### config.mk
export PLATFORM = sky130hd
export DESIGN_NAME = mul_share_ctrl
export DESIGN_NICKNAME = d
export VERILOG_FILES = /design/src/rtl/mul_pkg.sv /design/src/rtl/rr_arbiter.sv /design/src/rtl/mul_share_ctrl.sv
export SDC_FILE = /design/constraint.sdc
export NUM_CORES = 1
export LEC_CHECK = 0
export ABC_AREA = 1
export BUFFER_PORTS_ARGS = -buffer_cell sky130_fd_sc_hd__buf_2
export CAP_MARGIN = 20
export CELL_PAD_IN_SITES_DETAIL_PLACEMENT = 0
export CELL_PAD_IN_SITES_GLOBAL_PLACEMENT = 1
export CORE_MARGIN = 2
export CORE_UTILIZATION = 33
export CTS_CLUSTER_DIAMETER = 100
export DETAILED_ROUTE_END_ITERATION = 12
export PLACE_DENSITY = 0.95
export SYNTH_ARGS = -nofsm -noshare
export SYNTH_HDL_FRONTEND = slang
export SYNTH_HIERARCHICAL = 1
export SYNTH_SLANG_ARGS = --single-unit
### constraint.sdc
create_clock -name clk -period 4.7 [get_ports clk]
set_input_delay 0.94 -clock clk [delete_from_list [all_inputs] [get_ports clk]]
set_output_delay 0.94 -clock clk [all_outputs]
set_load 0.01 [all_outputs]
### src/rtl/mul_pkg.sv
// mul_pkg: shared constants and types for the shared-multiplier controller.
//   W      operand width (product is 2*W bits)
//   N_REQ  number of requesters sharing the multiplier
//   ID_W   width of a requester index
//   s1_entry_t  contents of the operand stage: {a, b, id}
package mul_pkg;

    localparam int W     = 16;
    localparam int N_REQ = 4;
    localparam int ID_W  = (N_REQ > 1) ? $clog2(N_REQ) : 1;

    typedef struct packed {
        logic signed [W-1:0] a;
        logic signed [W-1:0] b;
        logic [ID_W-1:0]     id;
    } s1_entry_t;

endpackage

### src/rtl/rr_arbiter.sv
// rr_arbiter: combinational round-robin arbiter.
//   req     [N_REQ]  request vector
//   ptr     [ID_W]   index of the last granted requester; search starts at ptr+1
//   en               when low, gnt is all zero (gnt_id still reports the winner)
//   gnt     [N_REQ]  one-hot grant (zero when en=0 or no request)
//   gnt_id  [ID_W]   encoded index of the winner (0 when no request)
module rr_arbiter #(
    parameter int N_REQ = 4,
    parameter int ID_W  = $clog2(N_REQ)
) (
    input  logic [N_REQ-1:0] req,
    input  logic [ID_W-1:0]  ptr,
    input  logic             en,
    output logic [N_REQ-1:0] gnt,
    output logic [ID_W-1:0]  gnt_id
);

    // One extra bit so ptr + k (k up to N_REQ) never overflows before the wrap.
    localparam logic [ID_W:0] NREQ_W = (ID_W+1)'(N_REQ);

    logic [ID_W:0]   sum;
    logic [ID_W-1:0] idx;
    logic            found;

    always_comb begin
        sum    = '0;
        idx    = '0;
        found  = 1'b0;
        gnt_id = '0;
        // Visit ptr+1, ptr+2, ... wrapping modulo N_REQ; ptr itself is visited last.
        for (int k = 1; k <= N_REQ; k++) begin
            sum = {1'b0, ptr} + (ID_W+1)'(k);
            if (sum >= NREQ_W) begin
                sum = sum - NREQ_W;
            end
            idx = sum[ID_W-1:0];
            if (!found && req[idx]) begin
                found  = 1'b1;
                gnt_id = idx;
            end
        end
        gnt = (en && found) ? (N_REQ'(1) << gnt_id) : '0;
    end

endmodule

### src/rtl/mul_share_ctrl.sv
// mul_share_ctrl: shares one combinational signed multiplier among N_REQ
// requesters with round-robin arbitration and a two-stage pipeline
// (S1 operand register driving the multiplier, S2 product register).
//   clk, rst_n             clock, asynchronous active-low reset
//   req_valid/req_ready    per-requester handshake (at most one ready bit high)
//   req_a/req_b            packed operands, requester i at [i*W +: W]
//   mul_a/mul_b            operands to the external multiplier (0 when S1 empty)
//   mul_p                  product returned combinationally by the multiplier
//   rsp_valid/rsp_ready    response handshake with backpressure
//   rsp_id/rsp_p           owner index and 2*W-bit signed product
module mul_share_ctrl
    import mul_pkg::*;
#(
    // The S1 entry type is sized by mul_pkg, so these must match the package.
    parameter int N_REQ = mul_pkg::N_REQ,
    parameter int W     = mul_pkg::W
) (
    input  logic                      clk,
    input  logic                      rst_n,
    input  logic [N_REQ-1:0]          req_valid,
    output logic [N_REQ-1:0]          req_ready,
    input  logic [N_REQ*W-1:0]        req_a,
    input  logic [N_REQ*W-1:0]        req_b,
    output logic [W-1:0]              mul_a,
    output logic [W-1:0]              mul_b,
    input  logic [2*W-1:0]            mul_p,
    output logic                      rsp_valid,
    input  logic                      rsp_ready,
    output logic [mul_pkg::ID_W-1:0]  rsp_id,
    output logic [2*W-1:0]            rsp_p
);

    s1_entry_t            s1_q, s1_d;
    logic                 s1_valid_q, s1_valid_d;
    logic                 s2_valid_q, s2_valid_d;
    logic [ID_W-1:0]      s2_id_q, s2_id_d;
    logic signed [2*W-1:0] s2_p_q, s2_p_d;
    logic [ID_W-1:0]      rr_ptr_q, rr_ptr_d;

    logic                 s2_free, s1_adv, s1_free;
    logic                 arb_en, accept;
    logic [N_REQ-1:0]     gnt;
    logic [ID_W-1:0]      gnt_id;

    assign s2_free = !s2_valid_q || rsp_ready;
    assign s1_adv  = s1_valid_q && s2_free;
    assign s1_free = !s1_valid_q || s1_adv;

    // req_ready must read 0 while reset is held, even though S1 is empty then.
    assign arb_en  = s1_free && rst_n;

    rr_arbiter #(
        .N_REQ (N_REQ),
        .ID_W  (ID_W)
    ) u_arb (
        .req    (req_valid),
        .ptr    (rr_ptr_q),
        .en     (arb_en),
        .gnt    (gnt),
        .gnt_id (gnt_id)
    );

    assign req_ready = gnt;
    assign accept    = |(req_valid & gnt);

    always_comb begin
        s1_d       = s1_q;
        s1_valid_d = s1_valid_q;
        s2_valid_d = s2_valid_q;
        s2_id_d    = s2_id_q;
        s2_p_d     = s2_p_q;
        rr_ptr_d   = rr_ptr_q;

        // S1 -> S2: product is taken straight from the multiplier.
        if (s1_adv) begin
            s1_valid_d = 1'b0;
            s2_valid_d = 1'b1;
            s2_id_d    = s1_q.id;
            s2_p_d     = mul_p;
        end else if (rsp_ready) begin
            s2_valid_d = 1'b0;
        end

        // Request -> S1: may coincide with the S1 advance above.
        if (accept) begin
            s1_d.a     = req_a[gnt_id*W +: W];
            s1_d.b     = req_b[gnt_id*W +: W];
            s1_d.id    = gnt_id;
            s1_valid_d = 1'b1;
            rr_ptr_d   = gnt_id;
        end
    end

    always_ff @(posedge clk or negedge rst_n) begin
        if (!rst_n) begin
            s1_q       <= '0;
            s1_valid_q <= 1'b0;
            s2_valid_q <= 1'b0;
            s2_id_q    <= '0;
            s2_p_q     <= '0;
            rr_ptr_q   <= ID_W'(N_REQ - 1);
        end else begin
            s1_q       <= s1_d;
            s1_valid_q <= s1_valid_d;
            s2_valid_q <= s2_valid_d;
            s2_id_q    <= s2_id_d;
            s2_p_q     <= s2_p_d;
            rr_ptr_q   <= rr_ptr_d;
        end
    end

    // Multiplier inputs are held at zero whenever S1 holds nothing.
    assign mul_a     = s1_valid_q ? s1_q.a : '0;
    assign mul_b     = s1_valid_q ? s1_q.b : '0;

    assign rsp_valid = s2_valid_q;
    assign rsp_id    = s2_id_q;
    assign rsp_p     = s2_p_q;

endmodule

== Word level (Yosys, flattened, before mapping) ==
Index checks and enable logic that the tools add are counted.

* $add $sub $neg: 8
* Multipliers: 0
* Div/mod/pow operators: 0
* Order comparisons: 8
* Equality and inequality tests: 0
* Shifts and indexed selects: 3
* Muxes and demuxes: 27
* Bitwise logic cells: 1
* Reductions and logical operators: 16

{| class="wikitable"
|+ Operators with widths
! kind !! number
|-
| variable part select 64 x 7 -> 16 bit || 2
|-
| two-way mux 16 bit || 2
|-
| two-way mux 2 bit || 8
|-
| >= comparator 3 bit, second input constant || 4
|-
| less-than comparator 2 x 3 -> 1 bit, second input constant || 4
|-
| two-way mux 1 bit || 12
|-
| binary-select mux 1 bit (select 2 bit) || 4
|-
| subtractor 2 x 1 -> 2 bit, second input constant || 4
|-
| adder 2 x 2 -> 3 bit, second input constant || 2
|-
| logical AND 1 bit || 6
|-
| logical NOT 1 bit || 5
|-
| bitwise AND 4 bit || 1
|-
| two-way mux 4 bit || 1
|-
| nonzero test 2 bit || 2
|-
| OR reduction 4 bit || 1
|-
| left shift 1 x 2 -> 4 bit, first input constant || 1
|-
| adder 2 x 1 -> 3 bit, second input constant || 1
|-
| adder 2 x 3 -> 3 bit, second input constant || 1
|-
| logical OR 1 bit || 2
|}

* Register bits after elaboration: 72
* Bits in latches: 0
* RAM bits: 0
* ROM bits: 0
* Memories kept: 0

== Logic depth before layout (Yosys ltp) ==
Gate-level depths: netlist (run 1).

* Depth in word-level cells: 20
* Depth in mapped cells: 19
* Mapped depth without buffers: 18

== Cells and area by module ==
The synthesis (run 1) kept the hierarchy.

{| class="wikitable"
|+ By module, submodules not included
! module !! instances !! cells an instance !! area each (um^2)
|-
| mul_share_ctrl || 1 || 751 || 4583.1
|-
| rr_arbiter || 1 || 66 || 297.8
|}

== Worst setup path before layout (run 1) ==
OpenSTA, ideal clock, no wires.

* Path type: input to output
* Start point: in req_valid[3]
* End point: out req_ready[2]
* Arrival: 1.777 ns
* Path slack: 1.983 ns
* Cell stages on the path: 9
* Buffers on the path: 0
* Cells stage by stage: nand2_1 -> nand2_1 -> nand2_1 -> nand2_2 -> nor2_4 -> nand4_1 -> nand2_4 -> inv_2 -> nor2_1

* Word-level cells in the longest chain between the ends: 14

{| class="wikitable"
|+ Ends and longest elaborated chain
! element !! RTL line !! source
|-
| start: declaration || mul_share_ctrl.sv:20 || <nowiki>input logic [N_REQ-1:0] req_valid,</nowiki>
|-
| binary-select mux 1 bit (select 2 bit) || rr_arbiter.sv:37 || <nowiki>if (!found && req[idx]) begin</nowiki>
|-
| two-way mux 1 bit (not written as such) || rr_arbiter.sv:37 ||
|-
| two-way mux 1 bit || rr_arbiter.sv:37 ||
|-
| logical NOT 1 bit || rr_arbiter.sv:37 ||
|-
| logical AND 1 bit || rr_arbiter.sv:37 ||
|-
| two-way mux 1 bit || rr_arbiter.sv:37 ||
|-
| logical NOT 1 bit || rr_arbiter.sv:37 ||
|-
| logical AND 1 bit || rr_arbiter.sv:37 ||
|-
| two-way mux 1 bit || rr_arbiter.sv:37 ||
|-
| logical NOT 1 bit || rr_arbiter.sv:37 ||
|-
| logical AND 1 bit || rr_arbiter.sv:37 ||
|-
| two-way mux 2 bit * || rr_arbiter.sv:37 ||
|-
| via gnt_id[1] || mul_share_ctrl.sv:43 || <nowiki>logic [ID_W-1:0] gnt_id;</nowiki>
|-
| left shift 1 x 2 -> 4 bit * || rr_arbiter.sv:42 || <nowiki>gnt = (en && found) ? (N_REQ'(1) << gnt_id) : '0;</nowiki>
|-
| two-way mux 4 bit * || rr_arbiter.sv:42 ||
|-
| end: declaration || mul_share_ctrl.sv:21 || <nowiki>output logic [N_REQ-1:0] req_ready,</nowiki>
|}

Mark *: on every way through the listed nets, which the timed path passes. The rest lies on a longest branch. The select of a mux whose other input is x is not followed.

== Worst setup path in the final report (run 1) ==
* Start point: reg rr_ptr_q[1]
* End point: out req_ready[2]

* Word-level cells in the longest chain between the ends: 17

{| class="wikitable"
|+ Ends and longest elaborated chain
! element !! RTL line !! source
|-
| start: declaration || mul_share_ctrl.sv:38 || <nowiki>logic [ID_W-1:0] rr_ptr_q, rr_ptr_d;</nowiki>
|-
| start signal: assignment || mul_share_ctrl.sv:101 || <nowiki>rr_ptr_q <= ID_W'(N_REQ - 1);</nowiki>
|-
| start signal: assignment || mul_share_ctrl.sv:108 || <nowiki>rr_ptr_q <= rr_ptr_d;</nowiki>
|-
| adder 2 x 1 -> 3 bit || rr_arbiter.sv:32 || <nowiki>sum = {1'b0, ptr} + (ID_W+1)'(k);</nowiki>
|-
| >= comparator 3 bit / subtractor 2 x 1 -> 2 bit (equally long branches) || rr_arbiter.sv:33, rr_arbiter.sv:34 ||
|-
| two-way mux 2 bit || rr_arbiter.sv:33 || <nowiki>if (sum >= NREQ_W) begin</nowiki>
|-
| binary-select mux 1 bit (select 2 bit) || rr_arbiter.sv:37 ||
|-
| two-way mux 1 bit (not written as such) || rr_arbiter.sv:37 ||
|-
| two-way mux 1 bit || rr_arbiter.sv:37 ||
|-
| logical NOT 1 bit || rr_arbiter.sv:37 ||
|-
| logical AND 1 bit || rr_arbiter.sv:37 ||
|-
| [... 2 more ...] || - ||
|-
| logical AND 1 bit || rr_arbiter.sv:37 ||
|-
| two-way mux 1 bit || rr_arbiter.sv:37 ||
|-
| logical NOT 1 bit || rr_arbiter.sv:37 ||
|-
| logical AND 1 bit || rr_arbiter.sv:37 ||
|-
| two-way mux 2 bit * || rr_arbiter.sv:37 ||
|-
| via gnt_id[1] || mul_share_ctrl.sv:43 ||
|-
| left shift 1 x 2 -> 4 bit * || rr_arbiter.sv:42 ||
|-
| two-way mux 4 bit * || rr_arbiter.sv:42 ||
|}

Marked as above.

==> metrics, run 1 <==
outcome complete, no violations; VDD IR max 0.000639 V; slowest stage delay, CP 0.59 ns; CTS sink count 72; die footprint 15,800 um2; DIE WIDTH between 100 and 150 um; crit path max-delay cell type dfstp_2; post-route design area between 6000 and 7000 um2; Boundary Pins 238; layout net count 1,199; Critical Path, Cell by Cell inv_1 > nand2_2 > nand2_2 > nand2_1 > inv_1 > nor2_4 > nand4_1 > nand2_4 > inv_2 > nor2_1 > buf_2; metal3 WL 1.11 mm; Worst path top cell family by delay simple AND/OR/NAND/NOR gates; max_cap viols 0; Area growth, synth to finish 31.1%; DRT met1 WL 6.35 mm; WL/cell around 11 um; hpwl dp 10.1 mm; clk slew on worst S/H paths 0.06 ns; combinational share of power 0.622; Req. time, crit path around 3.8 ns; Leakage between 4 and 5 nW; initial core utilization 0.337; Mapped Cells 817; Reg power frac 0.226; post-route antenna net violation count 0; post-synthesis sequential area ratio 0.370; worst-margin pin slew about 0.84 ns; Via density 4.24; Synth cell types 19; Ys Warns 6; worst min-delay path class in -> async; drt pass-1 iters 4; Worst Reg2Reg Path Length in Cells 15; final setup violation count 0; Total GRT Usage 0.175; footprint of the multi-input gates 2130 um2; Synth Register Bits 72; CTS tree done; # hold bufs at CTS 0; final hold vios 0; Worst EP arrival 2.35 ns; period utilization 0.699; setup slack, reg-to-reg 1.67 ns; largest net degree at the start of global routing 67; drc violations 0; Placed Area 6060 um2; Post-CTS Resized 0; Final Critical Period 3.29 ns; FF/Latch Area 1800 um2; max layer used met4; H-tree Lvls 3; relative slew slack 0.441; crit path launch type register; port buffer count between 200 and 250; site row count 44; switching power 2.46 mW; DR iter-0 viols 227; Slew Viols, Final 0; Synth Net Count 984; Cell Int Power 2.41 mW; clk root buf clkbuf_16; Area contributors post-synth dfrtp_1 (36%), nand2_1 (33%), inv_1 (13%); filler instances between 1,500 and 2,000; reg2reg end s1_q[20]$_DFFE_PN0P_; peak fanout along the critical path 36; total CTS buffers 9; Cell Area, Synth slightly below 5000 um2; Avg Inst Size Synth between 5 and 6 um2; worst skew pair latency 0.32 ns; vias in the first global route 4,884; Worst R2R Start rr_ptr_q[1]$_DFFE_PN1P_; first-pass GRT wire length 22.9 mm; initial antenna violation count 0; setup TNS 0 ns; Bufs and invs on worst path 4; share of cells above drive strength 1 0.269; clock power share 0.151; setup bufs post-CTS 0; dpl ws 1.28 ns; PwrDens 761 nW/um2; Yosys top cell area share 0.359; total congestion overflow 0; met2 WL approximately 6.3 mm; post-synth top area cell dfrtp_1; CP Capture Type output pin; vias post-DR 5,177; final wirelength 13.9 mm; Die Ht 126 um; RSZ-0062 raised after global routing no; f_max 0.304 GHz; Routability Congestion 0.791; Final Skew 0.00804 ns; n_diodes 0; Sw Ratio 0.505; CORE AREA approximately 14,000 um2; clock buffer depth 2; critical path class reg -> out; slack of the critical path 1.41 ns
-- synthesized netlist by cell type --
library cell	count
inv_2	7
nand2_2	7
inv_4	1
o21ai_0	3
nor2_4	3
a21oi_1	1
buf_4	4
buf_6	12
clkbuf_1	2
nor2_1	7
inv_1	170
dfrtp_1	70
dfstp_2	2
nand2_4	1
nand2_1	432
nand4_1	1
nand3_1	69
buf_2	20
o21ai_1	5
-- cell families (layout without fill, tap and decap cells) --
group	after synthesis	count (layout)	synth area share
and+or+nand+nor	520	520	0.428
buffers and inverters	216	436	0.193
DFF	72	72	0.370
AOI/OAI and AO/OA	9	9	0.00923
-- state kept, by name, indices dropped and copies added, names as in the netlist --
signal      cells
rr_ptr_q        2
s1_q           34
rsp_valid       1
s1_valid_q      1
rsp_p          32
rsp_id          2
-- per-layer routing --
layer	track usage	up-vias
li1	-	2762
met1	0.226	2214
met2	0.299	192
met3	0.0387	9
met4	0.0444	0
met5	0	-
-- final cells by class --
type                            count  area share
Sequential cell                    72       0.282
Multi-Input combinational cell    529       0.333
Clock buffer                       10      0.0358
Timing Repair Buffer              242       0.194
Tap cell                          184      0.0360
Inverter                          178       0.105
Clock inverter                      6      0.0145
-- stage by stage --
step | cells | utilization | hold WS [ns] | total power [mW]
3_3_place_gp | 1204 | 0.418 | 0.455 | 4.13
2_1_floorplan | 817 | - | 0.442 | 3.55
3_5_place_dp | 1204 | 0.418 | 0.459 | 4.16
4_1_cts | 1220 | 0.441 | 0.419 | 4.93
5_1_grt | 1221 | 0.442 | 0.419 | 5.45
6_report | 1221 | 0.442 | 0.427 | 4.87
-- worst reg2reg max path, delay by kind of cell (launching register included) --
kind,cells,cell delay (ns)
flip-flops,1,0.59
AND/OR/NAND/NOR,12,1.76
buffers and inverters,3,0.55
-- how the worst max path moves through the flow --
stage                                        from              endpoint  slack [ns]  cells past startpoint
after floorplan                      req_valid[3]          req_ready[2]        1.98                      9
after global placement               req_valid[3]  s1_q[29]$_DFFE_PN0P_        1.33                     17
after detailed placement             req_valid[3]  s1_q[20]$_DFFE_PN0P_        1.28                     17
final                     rr_ptr_q[1]$_DFFE_PN1P_          req_ready[2]        1.41                     11
after global routing      rr_ptr_q[1]$_DFFE_PN1P_          req_ready[2]        1.18                     11
after CTS                 rr_ptr_q[1]$_DFFE_PN1P_          req_ready[2]        1.37                     11
-- power by group through the flow --
stage | Combinational, mW | Sequential, mW | Clock, mW
6_report | 3.03 | 1.10 | 0.737
4_1_cts | 3.06 | 1.10 | 0.763
3_3_place_gp | 3.03 | 1.10 | 0
5_1_grt | 3.52 | 1.14 | 0.794
3_5_place_dp | 3.05 | 1.11 | 0
2_1_floorplan | 2.40 | 1.15 | 0
-- cell usage in the layout (no fill, tap or decap), drive strengths merged --
master / synthesis / routed
nand2: 440 / 440
buf: 36 / 242
inv: 178 / 179
dfrtp: 70 / 70
nand3: 69 / 69
clkbuf: 2 / 10
nor2: 10 / 10
o21ai: 8 / 8
bufinv: 0 / 2
clkinvlp: 0 / 2
dfstp: 2 / 2
clkinv: 0 / 1
nand4: 1 / 1
a21oi: 1 / 1
Power figures use the tool's default switching activity.
==> inputs of run 2 (changes only) <==
--- a/config.mk
+++ b/config.mk
@@ -11,10 +11,10 @@
 export CELL_PAD_IN_SITES_DETAIL_PLACEMENT = 0
 export CELL_PAD_IN_SITES_GLOBAL_PLACEMENT = 1
 export CORE_MARGIN = 2
-export CORE_UTILIZATION = 33
+export CORE_UTILIZATION = 27
 export CTS_CLUSTER_DIAMETER = 100
 export DETAILED_ROUTE_END_ITERATION = 12
-export PLACE_DENSITY = 0.95
+export PLACE_DENSITY = 0.86
 export SYNTH_ARGS = -nofsm -noshare
 export SYNTH_HDL_FRONTEND = slang
 export SYNTH_HIERARCHICAL = 1
==> constraint.sdc (replaced) <==
create_clock -name clk -period 2.9 [get_ports clk]
set_input_delay 0.58 -clock clk [delete_from_list [all_inputs] [get_ports clk]]
set_output_delay 0.58 -clock clk [all_outputs]
set_load 0.01 [all_outputs]
==> run 2 against run 1 <==
Net effect:
- flip-flop and latch count unchanged
- non-clock buffer count grew 9
- cell area increased by 2.2%
- worst setup slack worse by 1.2 ns
- sequential share of layout area is 0.59 points lower
- hold slack worse by 0.17 ns
- global-route usage decreased by 1.9 points
- core utilization decreased by 7.5 points
- clock-buffer cell count unchanged
- critical path depth is 2 higher
- critical endpoint unchanged
- highest routed layer unchanged
==> metrics, run 2 (synthesis gave the netlist of run 1 again) <==
slowest stage delay, CP 0.61 ns (was 0.59 ns); Total GRT Usage 0.156 (was 0.175); DR iter-0 viols 153 (was 227); final wirelength 15.5 mm (was 13.9 mm); Routability Congestion 0.815 (was 0.791); worst-margin pin slew 0.676 ns (was 0.839 ns); clk slew on worst S/H paths 0.06 ns (about the same); peak fanout along the critical path 8 (was 36); final setup violation count 0 (unchanged); slack of the critical path 0.200 ns (was 1.41 ns); Worst EP arrival 2.12 ns (was 2.35 ns); Boundary Pins 238 (unchanged); final hold vios 0 (unchanged); hpwl dp 11.2 mm (was 10.1 mm); total congestion overflow 0 (unchanged); most common cell after layout, fill and taps aside nand2_1 (unchanged); share of cells above drive strength 1 0.279 (was 0.269); Worst R2R Start rr_ptr_q[0]$_DFFE_PN1P_ (was rr_ptr_q[1]$_DFFE_PN1P_); commonest cells after routing, fill and taps aside nand2_1 (432), buf_2 (236), inv_1 (168) (was nand2_1 (432), buf_2 (236), inv_1 (169)); setup TNS 0 ns (unchanged); CORE AREA 17,800 um2 (was 14,500 um2); Largest register FFs 34 (unchanged); relative slew slack 0.549 (was 0.441); site row count 49 (was 44); n_diodes 0 (unchanged); Worst Reg2Reg Path Length in Cells 18 (was 15); Most flops, register s1_q (unchanged); Worst path top cell family by delay simple AND/OR/NAND/NOR gates (unchanged); largest net degree at the start of global routing 60 (was 67); Slew Viols, Final 0 (unchanged); outcome complete, no violations (unchanged); reg2reg end s1_q[31]$_DFFE_PN0P_ (was s1_q[20]$_DFFE_PN0P_); Req. time, crit path 2.32 ns (was 3.76 ns); CTS sink count 72 (unchanged); period utilization 0.931; Via density 4.12 (was 4.24); total CTS buffers 9 (unchanged); first-pass GRT wire length 24.6 mm (was 22.9 mm); dpl ws 0.387 ns (was 1.28 ns); FF/Latch Area 1810 um2 (was 1800 um2); port buffer count 237 (unchanged); worst min-delay path class in -> async (unchanged); drt pass-1 iters 4 (unchanged); die footprint 19,200 um2 (was 15,800 um2); Area growth, synth to finish 34.0% (was 31.1%); worst skew pair latency 0.33 ns (was 0.32 ns); CTS tree done (unchanged); CP most frequent cell nand2_1; fin util 0.367 (was 0.442); initial antenna violation count 0 (unchanged); post-route antenna net violation count 0 (unchanged); max_cap viols 0 (unchanged); Leakage 4.52 nW (was 4.47 nW); Critical Path Stages 13 (was 11); drc violations 0 (unchanged); DIE WIDTH 138 um (was 126 um); initial core utilization 0.274 (was 0.337); Final Critical Period 2.70 ns; RSZ-0062 raised after global routing no (unchanged); clk root buf clkbuf_16 (unchanged); filler instances 1,967 (was 1,565); Critical Path, Cell by Cell inv_2 > nand2_1 > nand2_1 > nand2_2 > nand2_2 > nor2_4 > nand2_1 > nand2_1 > inv_1 > nand2_4 > inv_2 > nor2_1 > buf_2 (was inv_1 > nand2_2 > nand2_2 > nand2_1 > inv_1 > nor2_4 > nand4_1 > nand2_4 > inv_2 > nor2_1 > buf_2); H-tree Lvls 3 (unchanged); PwrDens 1250 nW/um2 (was 761 nW/um2); critical path class reg -> out (unchanged); footprint of the multi-input gates 2140 um2 (was 2130 um2); crit path max-delay cell type dfstp_2 (unchanged); CP Capture Type output pin (unchanged); vias in the first global route 5,124 (was 4,884); WL/cell 12.1 um (was 11.4 um); setup slack, reg-to-reg 0.49 ns (was 1.67 ns); Final Skew 0.00965 ns (was 0.00804 ns); crit path launch type register (unchanged); # hold bufs at CTS 0 (unchanged); Die Ht 138 um (was 126 um); VDD IR max 0.000706 V (was 0.000639 V); clock buffer depth 2 (unchanged); layout net count 1,209 (was 1,199); f_max 0.370 GHz; Bufs and invs on worst path 4 (unchanged); vias post-DR 5,251 (was 5,177)
run 2: metrics by stage:
step / cell area, um2 / power [mW] / cells / hold slack, ns
floorplan: 4880 / 5.75 / 817 / 0.284
global placement: 6210 / 7.08 / 1257 / 0.451
detailed placement: 6210 / 7.13 / 1257 / 0.455
CTS: 6520 / 8.32 / 1273 / 0.266
global route: 6540 / 9.12 / 1276 / 0.280
finish: 6540 / 8.20 / 1276 / 0.261
run 2: final cells by class:
type,count,share of cell area
sequential,72,0.276
multi-input combinational,530,0.327
tap,229,0.0438
timing repair buffer,251,0.204
clock inverter,6,0.0103
clock buffer,10,0.0365
inverter,178,0.103
run 2: report_power, final:
group          switching [mW]  internal [mW]
clock network           0.445          0.692
logic                    3.44           1.82
registers               0.287           1.53
total                    4.17           4.03
run 2: metal layers:
metal  wire length, um  GRT usage  vias up  part of all wire
met5                 0          0        -                 0
met4               151     0.0403        0            0.0098
met3              1080     0.0381       11             0.070
met2              7280      0.265      178              0.47
met1              6970      0.201     2276              0.45
li1                  -          -     2786                 -
run 2: repair_timing:
item                       CTS  global route
setup buffers                0             2
gates resized for setup      0             2
setup endpoints to repair    0             4
run 2: worst max path at each step:
stage	from	end	slack [ns]
after floorplan	rr_ptr_q[1]$_DFFE_PN1P_	s1_q[17]$_DFFE_PN0P_	0.76
after global placement	req_valid[3]	s1_q[19]$_DFFE_PN0P_	0.43
after detailed placement	req_valid[3]	s1_q[31]$_DFFE_PN0P_	0.39
after CTS	rr_ptr_q[0]$_DFFE_PN1P_	req_ready[2]	0.04
after global routing	rr_ptr_q[0]$_DFFE_PN1P_	req_ready[2]	0.001
final	rr_ptr_q[0]$_DFFE_PN1P_	req_ready[2]	0.20
==> inputs of run 3 (changes only) <==
--- a/config.mk
+++ b/config.mk
@@ -10,6 +10,7 @@
 export CAP_MARGIN = 20
 export CELL_PAD_IN_SITES_DETAIL_PLACEMENT = 0
 export CELL_PAD_IN_SITES_GLOBAL_PLACEMENT = 1
+export CORE_ASPECT_RATIO = 0.5
 export CORE_MARGIN = 2
 export CORE_UTILIZATION = 27
 export CTS_CLUSTER_DIAMETER = 100
==> run 3 against run 2 <==
Net effect:
- final cell count grew 0.24%
- first-iteration DRC count is 35% higher
- clock-buffer cell count grew 1
- core utilization up 0.66 points
- maximum frequency down 2.3%
- sequential share of layout area barely moved
- clock power rose by 4%
- worst setup slack got worse by 0.063 ns
- combinational power down 2%
- clock skew down 0.0064 ns
- via count up 2.2%
- power is 1.3% lower
==> metrics, run 3 (synthesis gave the netlist of run 1 again) <==
outcome complete, no violations (unchanged); CTS sink count 72 (unchanged); f_max 0.362 GHz (was 0.370 GHz); DIE WIDTH 194 um (was 138 um); drc violations 0 (unchanged); WL/cell 11.4 um (was 12.1 um); n_diodes 0 (unchanged); post-route antenna net violation count 0 (unchanged); clk slew on worst S/H paths 0.06 ns (about the same); vias in the first global route 5,017 (was 5,124); Slew Viols, Final 0 (unchanged); CTS tree done (unchanged); total CTS buffers 9 (unchanged); final hold vios 0 (unchanged); relative slew slack 0.393 (was 0.549); peak fanout along the critical path 8 (unchanged); initial antenna violation count 0 (unchanged); Placed Area 6170 um2 (was 6210 um2); drt pass-1 iters 4 (unchanged); final wirelength 14.6 mm (was 15.5 mm); first-pass GRT wire length 22.9 mm (was 24.6 mm); period utilization 0.953 (was 0.931); clock buffer depth 2 (unchanged); share of cells above drive strength 1 0.277 (was 0.279); worst min-delay path class in -> reg (was in -> async); Worst EP arrival 2.18 ns (was 2.12 ns); post-route design area 6540 um2 (unchanged); Leakage 4.51 nW (was 4.52 nW); worst skew pair latency 0.33 ns (about the same); Worst Reg2Reg Path Length in Cells 16 (was 18); Total GRT Usage 0.146 (was 0.156); CP Capture Type output pin (unchanged); total congestion overflow 0 (unchanged); CORE AREA 17,500 um2 (was 17,800 um2); crit path capture req_ready[3] (was req_ready[2]); max_cap viols 0 (unchanged); Final Critical Period 2.76 ns (was 2.70 ns); worst-margin pin slew 0.910 ns (was 0.676 ns); Via density 4.20 (was 4.12); # hold bufs at CTS 0 (unchanged); Boundary Pins 238 (unchanged); setup slack, reg-to-reg 0.31 ns (was 0.49 ns); Most flops, register s1_q (unchanged); Final Skew 0.00326 ns (was 0.00965 ns); die footprint 19,200 um2 (about the same); hpwl dp 10.9 mm (was 11.2 mm); H-tree Lvls 3 (unchanged); Routability Congestion 0.785 (was 0.815); reg2reg end s1_q[11]$_DFFE_PN0P_ (was s1_q[31]$_DFFE_PN0P_); commonest cells after routing, fill and taps aside nand2_1 (432), buf_2 (236), inv_1 (168) (unchanged); Area growth, synth to finish 34.0% (unchanged); DR iter-0 viols 206 (was 153); most common cell after layout, fill and taps aside nand2_1 (unchanged); slack of the critical path 0.137 ns (was 0.200 ns); Largest register FFs 34 (unchanged); final setup violation count 0 (unchanged); PwrDens 1240 nW/um2 (was 1250 nW/um2); initial core utilization 0.278 (was 0.274); vias post-DR 5,367 (was 5,251); critical path class reg -> out (unchanged); Worst R2R Start rr_ptr_q[0]$_DFFE_PN1P_ (unchanged); Die Ht 99.1 um (was 138 um); VDD IR max 0.000520 V (was 0.000706 V); port buffer count 237 (unchanged); largest net degree at the start of global routing 73 (was 60); site row count 34 (was 49); RSZ-0062 raised after global routing yes (was no); Req. time, crit path 2.32 ns (about the same); clk root buf clkbuf_16 (unchanged); Setup crit start rr_ptr_q[0]$_DFFE_PN1P_ (unchanged); crit path launch type register (unchanged); dpl ws 0.222 ns (was 0.387 ns); fin util 0.373 (was 0.367); layout net count 1,207 (was 1,209)
==> run 3: layer usage <==
| layer | vias to the layer above | routed length, um | global-route usage |
|---|---|---|---|
| met5 | - | 0 | 0 |
| met4 | 0 | 306 | 0.0449 |
| met3 | 28 | 587 | 0.0284 |
| met2 | 121 | 7280 | 0.271 |
| met1 | 2435 | 6400 | 0.171 |
| li1 | 2783 | - | - |
==> run 3: what timing repair did <==
item	in CTS	in global routing
setup endpoints to repair	0	32
setup buffers	0	3
gates resized for setup	0	5
==> run 3: final cells by class <==
| class | count | area [um2] |
|---|---|---|
| Clock buffer | 11 | 243 |
| Clock inverter | 5 | 80.1 |
| Fill cell | 1937 | 11000 |
| Inverter | 178 | 673 |
| Multi-Input combinational cell | 530 | 2160 |
| Sequential cell | 72 | 1800 |
| Tap cell | 234 | 293 |
| Timing Repair Buffer | 249 | 1290 |
==> run 3: power by group <==
part	total, mW	internal, mW	switching, mW
Combinational	5.12	1.73	3.39
Sequential	1.79	1.53	0.262
Clock	1.19	0.775	0.412
Total	8.09	4.03	4.06
==> run 3: worst min path at each step <==
stage,cells past startpoint,slack (ns),to,startpoint
after detailed placement,2,0.46,rsp_p[23]$_DFFE_PN0P_,rsp_p[23]$_DFFE_PN0P_
after floorplan,0,0.28,rsp_id[0]$_DFFE_PN0P_,rst_n
after global placement,2,0.46,rsp_p[2]$_DFFE_PN0P_,rsp_p[2]$_DFFE_PN0P_
after global routing,3,0.44,rsp_p[20]$_DFFE_PN0P_,mul_p[20]
final,3,0.44,rsp_p[25]$_DFFE_PN0P_,mul_p[25]
after CTS,3,0.43,rsp_p[25]$_DFFE_PN0P_,mul_p[25]
==> run 3: through the flow <==
stage | setup TNS (ns) | power (mW) | cells | hold slack, ns
after floorplan | 0 | 5.75 | 817 | 0.284
after CTS | 0 | 8.14 | 1275 | 0.428
after global placement | 0 | 6.79 | 1259 | 0.457
after detailed placement | 0 | 6.90 | 1259 | 0.464
final | 0 | 8.09 | 1279 | 0.442
after global routing | -0.0287 | 9.00 | 1279 | 0.443
==> run 3: worst max-delay path, stage by stage, from the launching register on <==
cell	delay, ns
dfstp_2	0.58
inv_2	0.09
nand2_1	0.07
nand2_1	0.07
nand2_1	0.11
nand2_2	0.09
nor2_4	0.11
nand4_1	0.25
nand2_8	0.17
inv_2	0.05
nor2_1	0.12
buf_2	0.15
